### src/rtl/b01_result_packer.sv
// Result packer: collects serial outp/overflw samples into W-bit words (LSB first),
// buffers completed words in a DEPTH-entry FIFO and counts dropped words and fragments.
module b01_result_packer #(
  parameter int W     = 8,
  parameter int DEPTH = 4,
  parameter int CW    = 8
) (
  input  logic          clock,
  input  logic          reset,
  input  logic          in_en,
  input  logic          frame,
  input  logic          outp,
  input  logic          overflw,
  output logic [W-1:0]  word_data,
  output logic          word_ovf,
  output logic          word_valid,
  input  logic          word_ready,
  output logic [CW-1:0] drop_count,
  output logic [CW-1:0] frag_count
);

  // state   | meaning
  // S_EMPTY | no bits collected, bc = 0
  // S_FILL  | 1..W-1 bits held in acc_q, bc_q = bits held
  typedef enum logic {
    S_EMPTY = 1'b0,
    S_FILL  = 1'b1
  } state_t;

  localparam int BCW = (W > 1) ? $clog2(W) : 1;
  localparam int AW  = (DEPTH > 1) ? $clog2(DEPTH) : 1;
  localparam logic [BCW-1:0] BC_LAST  = BCW'(W - 1);
  localparam logic [BCW-1:0] BC_ONE   = BCW'(1);
  localparam logic [AW:0]    FULL_CNT = (AW + 1)'(DEPTH);

  state_t         state_q, state_d;
  logic [BCW-1:0] bc_q, bc_d;
  logic [W-1:0]   acc_q, acc_d;
  logic           aovf_q, aovf_d;

  logic           word_done;
  logic [W-1:0]   done_data;
  logic           done_ovf;
  logic           frag_evt;

  logic [W-1:0]   mem_data_q [DEPTH];
  logic           mem_ovf_q  [DEPTH];
  logic [AW-1:0]  wptr_q, wptr_d;
  logic [AW-1:0]  rptr_q, rptr_d;
  logic [AW:0]    count_q, count_d;
  logic [CW-1:0]  drop_q, drop_d;
  logic [CW-1:0]  frag_q, frag_d;

  logic           pop;
  logic           full;
  logic           push_wr;
  logic           drop_evt;

  // Packer next-state
  always_comb begin
    state_d   = state_q;
    bc_d      = bc_q;
    acc_d     = acc_q;
    aovf_d    = aovf_q;
    word_done = 1'b0;
    done_data = acc_q;
    done_ovf  = aovf_q;
    frag_evt  = 1'b0;
    if (in_en) begin
      if (state_q == S_EMPTY || frame) begin
        // A frame in FILL abandons the held bits; this sample starts the new word.
        frag_evt = (state_q == S_FILL);
        acc_d    = '0;
        acc_d[0] = outp;
        aovf_d   = overflw;
        bc_d     = BC_ONE;
        state_d  = S_FILL;
      end else begin
        done_data[bc_q] = outp;
        done_ovf        = aovf_q | overflw;
        if (bc_q == BC_LAST) begin
          word_done = 1'b1;
          state_d   = S_EMPTY;
          bc_d      = '0;
          acc_d     = '0;
          aovf_d    = 1'b0;
        end else begin
          acc_d  = done_data;
          aovf_d = done_ovf;
          bc_d   = bc_q + 1'b1;
        end
      end
    end
  end

  // FIFO control and event counters
  always_comb begin
    pop      = word_valid & word_ready;
    full     = (count_q == FULL_CNT);
    push_wr  = word_done & (~full | pop);
    drop_evt = word_done & full & ~pop;

    wptr_d  = wptr_q;
    rptr_d  = rptr_q;
    count_d = count_q;
    drop_d  = drop_q;
    frag_d  = frag_q;

    if (push_wr) begin
      wptr_d = wptr_q + 1'b1;
    end
    if (pop) begin
      rptr_d = rptr_q + 1'b1;
    end
    if (push_wr && !pop) begin
      count_d = count_q + 1'b1;
    end else if (pop && !push_wr) begin
      count_d = count_q - 1'b1;
    end

    if (drop_evt && drop_q != '1) begin
      drop_d = drop_q + 1'b1;
    end
    if (frag_evt && frag_q != '1) begin
      frag_d = frag_q + 1'b1;
    end
  end

  always_ff @(posedge clock) begin
    if (reset) begin
      state_q <= S_EMPTY;
      bc_q    <= '0;
      acc_q   <= '0;
      aovf_q  <= 1'b0;
      wptr_q  <= '0;
      rptr_q  <= '0;
      count_q <= '0;
      drop_q  <= '0;
      frag_q  <= '0;
    end else begin
      state_q <= state_d;
      bc_q    <= bc_d;
      acc_q   <= acc_d;
      aovf_q  <= aovf_d;
      wptr_q  <= wptr_d;
      rptr_q  <= rptr_d;
      count_q <= count_d;
      drop_q  <= drop_d;
      frag_q  <= frag_d;
    end
  end

  // Storage needs no reset: outputs are masked whenever the FIFO is empty.
  always_ff @(posedge clock) begin
    if (!reset && push_wr) begin
      mem_data_q[wptr_q] <= done_data;
      mem_ovf_q[wptr_q]  <= done_ovf;
    end
  end

  assign word_valid = (count_q != '0);
  assign word_data  = word_valid ? mem_data_q[rptr_q] : '0;
  assign word_ovf   = word_valid ? mem_ovf_q[rptr_q] : 1'b0;
  assign drop_count = drop_q;
  assign frag_count = frag_q;

endmodule

### config.mk
export PLATFORM = sky130hd
export DESIGN_NAME = b01_result_packer
export DESIGN_NICKNAME = d
export VERILOG_FILES = /design/src/rtl/b01_result_packer.sv
export SDC_FILE = /design/constraint.sdc
export NUM_CORES = 1
export LEC_CHECK = 0
export ABC_AREA = 1
export BUFFER_PORTS_ARGS = -buffer_cell sky130_fd_sc_hd__buf_4
export CELL_PAD_IN_SITES_DETAIL_PLACEMENT = 0
export CELL_PAD_IN_SITES_GLOBAL_PLACEMENT = 1
export CORE_ASPECT_RATIO = 0.8
export CORE_UTILIZATION = 40
export CTS_CLUSTER_SIZE = 25
export DETAILED_ROUTE_END_ITERATION = 8
export HOLD_SLACK_MARGIN = 0.12
export PLACE_DENSITY = 0.82
export SLEW_MARGIN = 5
export SYNTH_ARGS = -nofsm -noshare
export SYNTH_HDL_FRONTEND = slang
export SYNTH_SLANG_ARGS = --single-unit
### constraint.sdc
create_clock -name clock -period 1.94 [get_ports clock]
set_input_delay 0.388 -clock clock [delete_from_list [all_inputs] [get_ports clock]]
set_output_delay 0.388 -clock clock [all_outputs]
set_load 0.01 [all_outputs]
## Yosys cells after proc, flatten, opt, wreduce, memory -nomap -nowiden

Memories as Yosys holds them, arrays and structs flattened. A register that Yosys moved wholly into a read port is not among the register bits.
Index checks and enable logic that the tools add are counted.

| word-level totals | value |
|---|---|
| register bits | 36 |
| bits in writable memories | 36 |
| output and inout port bits | 26 |
| memories kept | 2 |

Memories:

| memory | words | bits a word | rd ports | clocked after Yosys merged registers in | wr ports | RTL line | source |
|---|---|---|---|---|---|---|---|
| mem_data_q | 4 | 8 | 1 | 1 | 1 | 46 | `logic [W-1:0] mem_data_q [DEPTH];` |
| mem_ovf_q | 4 | 1 | 1 | 1 | 1 | 47 | `logic mem_ovf_q [DEPTH];` |

| operators by class | value |
|---|---|
| add/sub/neg operators | 7 |
| magnitude comparators | 2 |
| eq/ne operators | 4 |
| mux-type cells | 30 |
| bitwise logic cells | 9 |
| reduce and logical (&&, ||, !) cells | 14 |

Operators with widths:

| cell | number |
|---|---|
| 2-to-1 mux 8 bit | 5 |
| adder 8 x 1 -> 8 bit (second input constant) | 2 |
| inequality test 8 bit (second input constant) | 2 |
| 2-to-1 mux 1 bit | 15 |
| 2-to-1 mux 3 bit | 4 |
| bitwise mux 8 bit | 1 |
| 2-to-1 mux 2 bit | 4 |
| adder 3 x 1 -> 3 bit (second input constant) | 2 |
| equality test 3 bit (second input constant) | 2 |
| logical AND 1 bit | 6 |
| adder 2 x 1 -> 2 bit (second input constant) | 2 |
| AND 1 bit | 4 |
| less-than comparator 3 x 4 -> 1 bit (second input constant) | 1 |
| nonzero test 2 bit | 2 |
| demux 1 bit (select 3 bit) | 1 |
| greater-or-equal comparator 3 x 1 -> 1 bit (second input constant) | 1 |
| zero test 1 bit | 3 |
| NOT 1 bit | 3 |
| nonzero test 3 bit | 1 |
| subtractor 3 x 1 -> 3 bit (second input constant) | 1 |
| bitwise OR 1 bit | 2 |
| AND reduction 2 bit | 1 |
| logical OR 1 bit | 1 |

## Logic depth before layout (Yosys ltp)

Gate-level depths: netlist (run 1).

| logic depth | value |
|---|---|
| depth after elaboration | 9 |
| mapped depth | 13 |
| gate-level depth less buffers | 13 |

## Worst setup path after synthesis (run 1)

No wires, ideal clock.

| path | value |
|---|---|
| path kind | flip-flop to flip-flop |
| start point | register bc_q[0] |
| end point | register count_q[2] |
| library setup time | 122 ps |
| arrival | 1990 ps |
| required time | 1818 ps |
| slack | -173 ps |
| cell stages (with the launch flop) | 14 |
| buffers on the path | 0 |
| clock period less this slack | 2113 ps |
| cell sequence | dfxtp_1 > ha_1 > ha_1 > inv_2 > nor2_2 > nand2_1 > inv_2 > ha_1 > inv_1 > fa_1 > a21oi_1 > o21ai_0 > o21ai_0 > a21oi_1 |

| on the way | value |
|---|---|
| word-level cells in the longest chain between the ends | 8 |

RTL lines:

| item | RTL line | source |
|---|---|---|
| start, declared | 37 | `logic [BCW-1:0] bc_q, bc_d;` |
| start signal, assigned | 132 | `bc_q <= '0;` |
| start signal, assigned | 142 | `bc_q <= bc_d;` |
| equality test 3 bit * | 81 | `if (bc_q == BC_LAST) begin` |
| 2-to-1 mux 1 bit * | 81 |  |
| 2-to-1 mux 1 bit * | 70 | `if (state_q == S_EMPTY \|\| frame) begin` |
| 2-to-1 mux 1 bit * | 69 | `if (in_en) begin` |
| AND 1 bit * | 100 | `push_wr = word_done & (~full \| pop);` |
| zero test 1 bit | 117 | `end else if (pop && !push_wr) begin` |
| logical AND 1 bit | 117 |  |
| nonzero test 2 bit (no source line) | -- |  |
| end signal, assigned | 147 | `count_q <= count_d;` |
| end, declared | 50 | `logic [AW:0] count_q, count_d;` |

Mark *: on every way between the ends. The rest lies on a longest branch, timed or not.
A chain may end at the register's enable or synchronous reset.

## Final worst setup path (run 1)

| path | value |
|---|---|
| start point | register bc_q[1] |
| end point | register count_q[2] |

Same word-level chain as after synthesis.

==> impl_metrics.yaml, run 1 <==
yosys:
  synth_compound_area_frac: 0.1253
  synthFlopType: "dfxtp_1"
  synth_top_family_by_area: "simple AND/OR/NAND/NOR gates"
  synth_area_mm2: 0.003585
  ys_types: 31
  synth-xor-area-share: 0.01222
  synthCells: 434
  synth_enable_flop_cells: 36
  synth_area_per_cell_um2: 8.260
  yosys_warnings: 0
  synth-simple-area-share: 0.2356
  synthMuxAreaShare: 0
  async_flop_share: 0
  syn-num-nets: 451
  synth_fa_ha_area_frac: 0.03700
  ys_seq_elements: 74
  yosysSeqAreaShare: 0.5138
placed_design:
  dp_hpwl_um: 5106
  io_buffers: 32
  placed_area_mm2: 0.004071
  routabilityCongestion: 0.7591
worst_setup_path:
  path_class: "reg2reg"
  arrival_ns: 2.18
  critical_path.max_fanout: 2
  r2r_end: "count_q[2]"
  crit_end: "count_q[2]"
  required_ns: 2.18
  start_kind: "flip-flop"
  cp-end-kind: "flip-flop"
  cp-startpoint: "bc_q[1]"
  ff2ff_path_depth: 13
  r2r_start: "bc_q[1]"
  worst-r2r-setup-slack_ns: 0.005
global_route:
  grt_max_degree: 23
  overflow: 0
  grt_pass1_vias: 2577
  antenna_found_initial: 0
  grt_pass1_wl_um: 11850
  track_usage: 0.1675
route:
  avgRoutedWirePerCell_um: 12.32
  drt.antenna.violating_nets: 0
  route.detailed.drc: 0
  first_pass_iters: 4
  vias: 2965
  initialDrtViolationCount: 150
  drt_wl_total_um: 7500
  viasPerCell: 4.869
sta:
  setup_viol: 0
  finalClockSkew_ns: 0.01035
  hold_violations: 0
  timing.fmax_ghz: 0.5168
  worst_pin_slew_ns: 0.6528
  layout_worst_path_cycle_share: 0.9974
  rsz0062_at_grt: "true"
  tns_ns: 0
  slew_viol_final: 0
  period_needed_ns: 1.935
  slew_headroom: 0.5602
floorplanning:
  initial_core_util: 0.4170
  die_h_um: 86.67
  core-area_mm2: 0.008596
  die_area_mm2: 0.009346
  fp.dieW_um: 107.8
  rows: 30
  ios: 33
job:
  drv_cap: 0
cts:
  cts_sinks: 74
  clk_pin_slew_ns: 0.09
  cts_buffers: 9
  cts_htree_levels: 3
  cts_tree: "done"
  root_buffer: "clkbuf_8"
  worst_skew_pair.late_latency_ns: 0.35
  cts_buffer_depth: 2
outcome:
  status: "finished clean"
layout:
  final_area_mm2: 0.004393
  fill_cells: 810
  drive_above_1_share: 0.2153
  fin_nets: 509
  syn_to_final_growth_pct: 22.55
  finalCoreUtilization: 0.5111
  n_antenna_cell: 0
power:
  powerDensity_mw_per_mm2: 946.2
  ir_drop_mv: 0.5915
  power_w: 0.004157
  p_leak_nw: 1.729
hold_path:
  min_path_type: "in2reg"
-- stage by stage --
step,hold WS [ns],worst slack (ns),instances
detailed placement,0.4530,-0.02986,586
global route,0.3811,-0.06891,609
finish,0.3727,0.005024,609
CTS,0.3408,0.007715,604
floorplan,0.4329,0.008859,434
global placement,0.4462,0.009693,586
-- power breakdown --
part	internal, W	switching, W
clock network	0.000619	0.000631
registers	0.00169	0.0000549
logic	0.000512	0.000648
-- layer usage --
metal  global-route usage  vias up  wire (um)
li1                     -     1557          -
met1               0.2269     1352       3853
met2               0.2593       50       3307
met3              0.04511        6        252
met4              0.05729        0         85
met5                    0        -          0
-- area by class of cell --
class | count | area, um2 | share of cell area
flip-flops and latches | 74 | 1848 | 0.4207
multi-input cells | 293 | 1528 | 0.3478
repair buffers | 61 | 457.9 | 0.1042
inverters | 53 | 211.5 | 0.04813
well taps | 112 | 140.1 | 0.03190
clock buffers | 9 | 123.9 | 0.02820
clock inverters | 7 | 83.83 | 0.01908
-- critical path: stages (launching register included) --
cell and delay [ns]:
dfxtp_2 0.37, ha_4 0.15, ha_4 0.14, inv_4 0.04
nor2_4 0.08, nand2_2 0.06, inv_2 0.08, ha_4 0.12
inv_2 0.04, fa_2 0.35, a21oi_2 0.16, o21ai_2 0.08
o21ai_1 0.12, a21oi_1 0.05
-- Yosys cell counts, types with 3 or more instances --
cell	count	area share
ha_1	9	0.031
buf_4	3	0.0063
nand3_1	28	0.039
buf_2	7	0.0098
nand4_1	17	0.030
inv_2	3	0.0031
clkbuf_1	3	0.0031
o21ai_0	34	0.047
o21ai_1	3	0.0042
nor2_1	63	0.066
nand2_1	76	0.080
xor2_1	5	0.012
inv_1	47	0.049
edfxtp_1	36	0.30
clkinv_1	3	0.0031
a21oi_1	39	0.054
nand2_2	3	0.0052
dfxtp_1	38	0.21
-- cell families after synthesis --
group           Yosys count
fa+ha+maj                10
flops                    74
xor+xnor                  5
compound gates           84
simple gates            194
buf+inv                  67
-- registers in the layout, indices dropped and copies added (netlist names), named ones only --
signal	flops
mem_data_q	32
acc_q	8
aovf_q	1
frag_count	8
drop_count	8
wptr_q	2
count_q	3
state_q	1
bc_q	3
mem_ovf_q	4
rptr_q	2
-- layout by cell type, fill, tap and decap left out, types with 3 or more instances in the layout --
| cell | Yosys | layout |
|---|---|---|
| nor2_4 | 2 | 3 |
| nand2_2 | 3 | 4 |
| o21ai_0 | 34 | 32 |
| ha_1 | 9 | 6 |
| inv_6 | 0 | 3 |
| dfxtp_2 | 0 | 5 |
| xor2_1 | 5 | 5 |
| dfxtp_1 | 38 | 33 |
| o21ai_1 | 3 | 4 |
| inv_1 | 47 | 45 |
| nand2_1 | 76 | 75 |
| inv_2 | 3 | 3 |
| a21oi_1 | 39 | 38 |
| clkbuf_8 | 0 | 9 |
| nand3_1 | 28 | 28 |
| buf_4 | 3 | 61 |
| nand4_1 | 17 | 17 |
| ha_4 | 0 | 3 |
| edfxtp_1 | 36 | 36 |
| nor2_1 | 63 | 62 |
-- what timing repair did --
action,in CTS,in global routing
buffers inserted,2,5
gates resized for setup,10,8
hold buffers,0,0
endpoints found under the setup margin,10,11
pin swaps,2,4
-- worst min-delay path by stage --
stage	startpoint	to	slack, ns	cells past startpoint
6_report	outp	acc_q[0]	0.37	3
5_1_grt	outp	acc_q[0]	0.38	3
4_1_cts	outp	acc_q[0]	0.34	3
3_5_place_dp	rptr_q[1]	flip-flop	0.45	2
3_3_place_gp	rptr_q[1]	rptr_q[1]	0.45	2
2_1_floorplan	rptr_q[1]	flip-flop	0.43	2
Note: power is estimated with default switching activity, not from simulation.
==> run 2: changes to the inputs <==
--- a/config.mk
+++ b/config.mk
@@ -7,14 +7,15 @@
 export LEC_CHECK = 0
 export ABC_AREA = 1
 export BUFFER_PORTS_ARGS = -buffer_cell sky130_fd_sc_hd__buf_4
+export CAP_MARGIN = 30
 export CELL_PAD_IN_SITES_DETAIL_PLACEMENT = 0
 export CELL_PAD_IN_SITES_GLOBAL_PLACEMENT = 1
 export CORE_ASPECT_RATIO = 0.8
-export CORE_UTILIZATION = 40
+export CORE_UTILIZATION = 48
 export CTS_CLUSTER_SIZE = 25
 export DETAILED_ROUTE_END_ITERATION = 8
 export HOLD_SLACK_MARGIN = 0.12
-export PLACE_DENSITY = 0.82
+export PLACE_DENSITY = 0.92
 export SLEW_MARGIN = 5
 export SYNTH_ARGS = -nofsm -noshare
 export SYNTH_HDL_FRONTEND = slang
==> constraint.sdc (replaced) <==
create_clock -name clock -period 2.3 [get_ports clock]
set_input_delay 0.46 -clock clock [delete_from_list [all_inputs] [get_ports clock]]
set_output_delay 0.46 -clock clock [all_outputs]
set_load 0.01 [all_outputs]
==> run 2 against run 1 <==
  * Sequential power decreased by 17%
  * Critical path depth fell by 8
  * Non-clock buffer count shrank 16
  * Largest power group unchanged
  * Design area is 5.6% lower
  * Final cell count decreased by 6.7%
  * Global-route usage up 4.6 points
  * Clock power decreased by 29%
  * Setup slack improved by 0.20 ns
  * Register-to-register slack improved by 0.20 ns
  * Total power fell by 23%
  * Routed wire length rose by 0.20%
==> impl_metrics.yaml, run 2 (same netlist as run 1, synthesis figures left out) <==
worst_setup_path:
  arrival_ns: 1.63
  cp-end-kind: "output port"
  r2r_start: "bc_q[0]"
  cp-startpoint: "count_q[0]"
  path_class: "reg2out"
  worst-r2r-setup-slack_ns: 0.21
  critical_path.max_fanout: 9
  start_kind: "flip-flop"
  required_ns: 1.84
route:
  first_pass_iters: 4
  drt_wl_total_um: 7515
  drt.antenna.violating_nets: 0
  avgRoutedWirePerCell_um: 13.23
  vias: 2915
  route.detailed.drc: 0
  initialDrtViolationCount: 135
  viasPerCell: 5.132
layout:
  final_cell_mix: "75 x nand2_1, 63 x nor2_1, 47 x inv_1, 45 x buf_4, 39 x a21oi_1"
  drive_above_1_share: 0.1601
  fin_cells: 568
  n_antenna_cell: 0
  regMostFlops: "mem_data_q"
  syn_to_final_growth_pct: 15.67
  final_common_cell: "nand2_1"
  fin_nets: 493
  largest_reg_flops: 32
  finalCoreUtilization: 0.5873
sta:
  slew_headroom: 0.5978
  timing.fmax_ghz: 0.4781
  period_needed_ns: 2.091
  tns_ns: 0
  hold_slack_ns: 0.4251
  rsz0062_at_grt: "false"
  layout_worst_path_cycle_share: 0.9093
  slew_viol_final: 0
  finalClockSkew_ns: 0.007537
  setup_viol: 0
  worst_pin_slew_ns: 0.5969
  hold_violations: 0
hold_path:
  hp-start: "in_en"
  min_path_type: "in2reg"
cts:
  clk_pin_slew_ns: 0.08
  cts_buffer_depth: 2
  hold_buffers: 0
  cts_htree_levels: 3
  worst_skew_pair.late_latency_ns: 0.34
  cts_tree: "done"
  postCtsSetupBuffers: 0
  cts_sinks: 74
  cts-resized-gates: 0
  cts_buffers: 9
  root_buffer: "clkbuf_8"
placed_design:
  routabilityCongestion: 0.8292
  dp_cells: 552
  dp_hpwl_um: 5222
  io_buffers: 32
power:
  power_w: 0.003215
  p_leak_nw: 1.622
  powerDensity_mw_per_mm2: 775.3
  ir_drop_mv: 0.4160
global_route:
  grt.busiest_layer: "met2"
  grt_max_degree: 23
  use_met3: 0.05018
  grt_pass1_vias: 2766
  antenna_found_initial: 0
  grt.met2_usage: 0.3423
  grt_use_met1: 0.2860
  track_usage: 0.2137
  overflow: 0
  grt_pass1_wl_um: 12900
floorplanning:
  fp.dieW_um: 98.62
  ios: 33
  die_area_mm2: 0.007820
  core-area_mm2: 0.007061
  die_h_um: 79.30
  initial_core_util: 0.5077
  rows: 27
outcome:
  status: "finished clean"
job:
  drv_cap: 0
==> run 2: changes by cell type in the layout (fill, tap and decap cells not counted), sizes merged <==
cell      delta
inv          -3
clkbuf       +1
buf         -16
clkinvlp     +2
clkinv       +1
bufinv       -1
==> run 2: through the flow <==
step	area [um2]	worst slack (ns)
6_report	4146	0.2085
4_1_cts	4129	0.01507
3_5_place_dp	3958	0.03137
5_1_grt	4146	0.008887
3_3_place_gp	3958	0.06942
2_1_floorplan	3585	0.1874
==> run 2: final timing paths <==
path,cells after the start,to
worst max register to register,13,count_q[2]
worst min-delay path,3,state_q
worst max-delay path,5,word_data[0]
worst min register to register,2,acc_q[5]
==> run 2: area by class of cell <==
class,count,area (um2)
Clock inverter,6,43.79
Tap cell,87,108.9
Sequential cell,74,1843
Timing Repair Buffer,45,337.8
Fill cell,653,2914
Clock buffer,10,127.6
Multi-Input combinational cell,293,1483
Inverter,53,202.7
==> run 2: per-layer routing <==
| layer | vias up | share of wire |
|---|---|---|
| met5 | - | 0 |
| met4 | 0 | 0.011 |
| met3 | 9 | 0.039 |
| met2 | 47 | 0.44 |
| met1 | 1331 | 0.51 |
| li1 | 1528 | - |
==> run 2: worst max-delay path, stage by stage (launching register included) <==
cell and delay, ns:
dfxtp_1 0.41, nor2_1 0.11, nand2_1 0.15, clkinvlp_4 0.23
a21oi_1 0.23, buf_4 0.15
==> run 2: power breakdown <==
group | leakage (nW) | switching, W | internal, W | total, W
Clock | 0.0761 | 0.000496 | 0.000391 | 0.000887
Sequential | 0.644 | 0.0000395 | 0.00142 | 0.00146
Combinational | 0.902 | 0.000511 | 0.000355 | 0.000866
==> run 3: changes to the inputs <==
--- a/config.mk
+++ b/config.mk
@@ -11,6 +11,7 @@
 export CELL_PAD_IN_SITES_DETAIL_PLACEMENT = 0
 export CELL_PAD_IN_SITES_GLOBAL_PLACEMENT = 1
 export CORE_ASPECT_RATIO = 0.8
+export CORE_MARGIN = 4
 export CORE_UTILIZATION = 48
 export CTS_CLUSTER_SIZE = 25
 export DETAILED_ROUTE_END_ITERATION = 8
==> run 3 against run 2 <==
  * Flip-flop and latch count unchanged
  * Non-clock buffer count up 2
  * Combinational power increased by 5.8%
  * Core utilization increased by 0.66 points
  * Die area grew 14%
  * Via count is 0.31% higher
  * First-iteration DRC count down 9.6%
  * Worst hold slack gained 0.0075 ns
  * Critical path depth stayed put
  * Clock-buffer cell count is 1 lower
  * Critical path type unchanged
==> impl_metrics.yaml, run 3 (same netlist as run 1, synthesis figures left out) <==
power:
  power_switching_w: 0.001080
  p_leak_nw: 1.653
  powerDensity_mw_per_mm2: 808.5
  seq_power_share: 0.432
  combPwrFrac: 0.270
  power_frac_clock: 0.298
  ir_drop_mv: 0.3758
  switching_share: 0.3185
  internal_power_w: 0.002310
sta:
  hold_violations: 0
  worst_pin_slew_ns: 0.5490
  setup_viol: 0
  period_needed_ns: 2.088
  slew_viol_final: 0
  hold_slack_ns: 0.4326
  finalClockSkew_ns: 0.006467
  tns_ns: 0
  layout_worst_path_cycle_share: 0.9077
  timing.fmax_ghz: 0.4790
  slew_headroom: 0.6301
  rsz0062_at_grt: "false"
placed_design:
  routabilityCongestion: 0.7750
  dp_hpwl_um: 5285
  io_buffers: 32
global_route:
  grt_pass1_wl_um: 12740
  overflow: 0
  antenna_found_initial: 0
  grt_pass1_vias: 2693
  grt_max_degree: 23
  track_usage: 0.1766
floorplanning:
  core-area_mm2: 0.007061
  fp.dieW_um: 104.6
  ios: 33
  rows: 27
  die_h_um: 85.30
  die_area_mm2: 0.008924
  initial_core_util: 0.5077
worst_setup_path:
  path_cells: "nor2_1 -> nand2_1 -> clkinvlp_4 -> a21oi_1 -> buf_4"
  crit_path_max_incr_delay_ns: 0.41
  slowest_stage: "dfxtp_1"
  critical_path.max_fanout: 9
  cp-end-kind: "output port"
  arrival_ns: 1.63
  required_ns: 1.84
  start_kind: "flip-flop"
  path_class: "reg2out"
layout:
  syn_to_final_growth_pct: 16.96
  fill_cells: 634
  regMostFlops: "mem_data_q"
  final_common_cell: "nand2_1"
  final_cell_mix: "75 x nand2_1, 63 x nor2_1, 47 x inv_1, 47 x buf_4"
  fin_nets: 495
  largest_reg_flops: 32
  drive_above_1_share: 0.1656
  n_antenna_cell: 0
cts:
  root_buffer: "clkbuf_8"
  cts_sinks: 74
  cts_buffers: 9
  cts_buffer_depth: 2
  cts_htree_levels: 3
  worst_skew_pair.late_latency_ns: 0.34
  hold_buffers: 0
  cts_tree: "done"
  clk_pin_slew_ns: 0.08
outcome:
  status: "finished clean"
route:
  route.detailed.drc: 0
  avgRoutedWirePerCell_um: 12.99
  first_pass_iters: 5
  initialDrtViolationCount: 122
  viasPerCell: 5.130
  drt.antenna.violating_nets: 0
  drt_wl_total_um: 7402
  vias: 2924
hold_path:
  min_path_type: "in2reg"
job:
  drv_cap: 0
==> run 3: path summary, 6_finish.rpt <==
check	start	to	slack, ns	depth (start not counted)
worst max register to register	bc_q[1]	count_q[2]	0.21	13
worst min-delay path	in_en	state_q	0.43	3
worst min register to register	rptr_q[1]	rptr_q[1]	0.47	2
worst max-delay path	count_q[0]	word_data[0]	0.21	5
==> run 3: routing by layer <==
metal,up-vias,wire [um],global-route usage
li1,1540,-,-
met1,1326,3732,0.2487
met2,54,3292,0.2767
met3,4,332,0.04867
met4,0,44,0.03218
met5,-,0,0
==> run 3: power groups by stage <==
stage | Clock [W] | Combinational [W] | Sequential [W]
floorplan | 0 | 0.000498 | 0.00148
global placement | 0 | 0.000871 | 0.00149
detailed placement | 0 | 0.000891 | 0.00149
CTS | 0.00104 | 0.000893 | 0.00146
global route | 0.00110 | 0.00101 | 0.00147
finish | 0.00101 | 0.000916 | 0.00146
==> run 3: worst max-delay path: cells and delay by family, from the launching register on <==
kind | cells | cell delay, ns
flip-flops | 1 | 0.41
AO/OA/AOI/OAI | 1 | 0.22
AND/OR/NAND/NOR | 2 | 0.26
buffers and inverters | 2 | 0.39
==> run 3: final cells by class <==
cell class                 instances  area [um2]  area share
sequential                        74        1842      0.4393
clock inverter                     7       76.32     0.01820
multi-input combinational        293        1486      0.3545
tap                               87       108.9     0.02596
clock buffer                       9       123.9     0.02954
inverter                          53       202.7     0.04834
timing repair buffer              47       352.8     0.08415
==> run 3: repair_timing <==
action | 4_1_cts | 5_1_grt
gates resized for setup | 0 | 8
endpoints found under the setup margin | 0 | 2
buffers inserted | 0 | 0
==> run 3: stage by stage <==
step	instance area, um2	total power, W	worst slack (ns)	std cells	util
after global placement	3973	0.002361	0.08245	554	0.5626
after floorplan	3585	0.001976	0.1874	434	-
after global routing	4193	0.003575	0.003586	570	0.5938
final	4193	0.003390	0.2124	570	0.5938
after detailed placement	3973	0.002383	0.01240	554	0.5626
after CTS	4173	0.003396	0.03139	570	0.5910
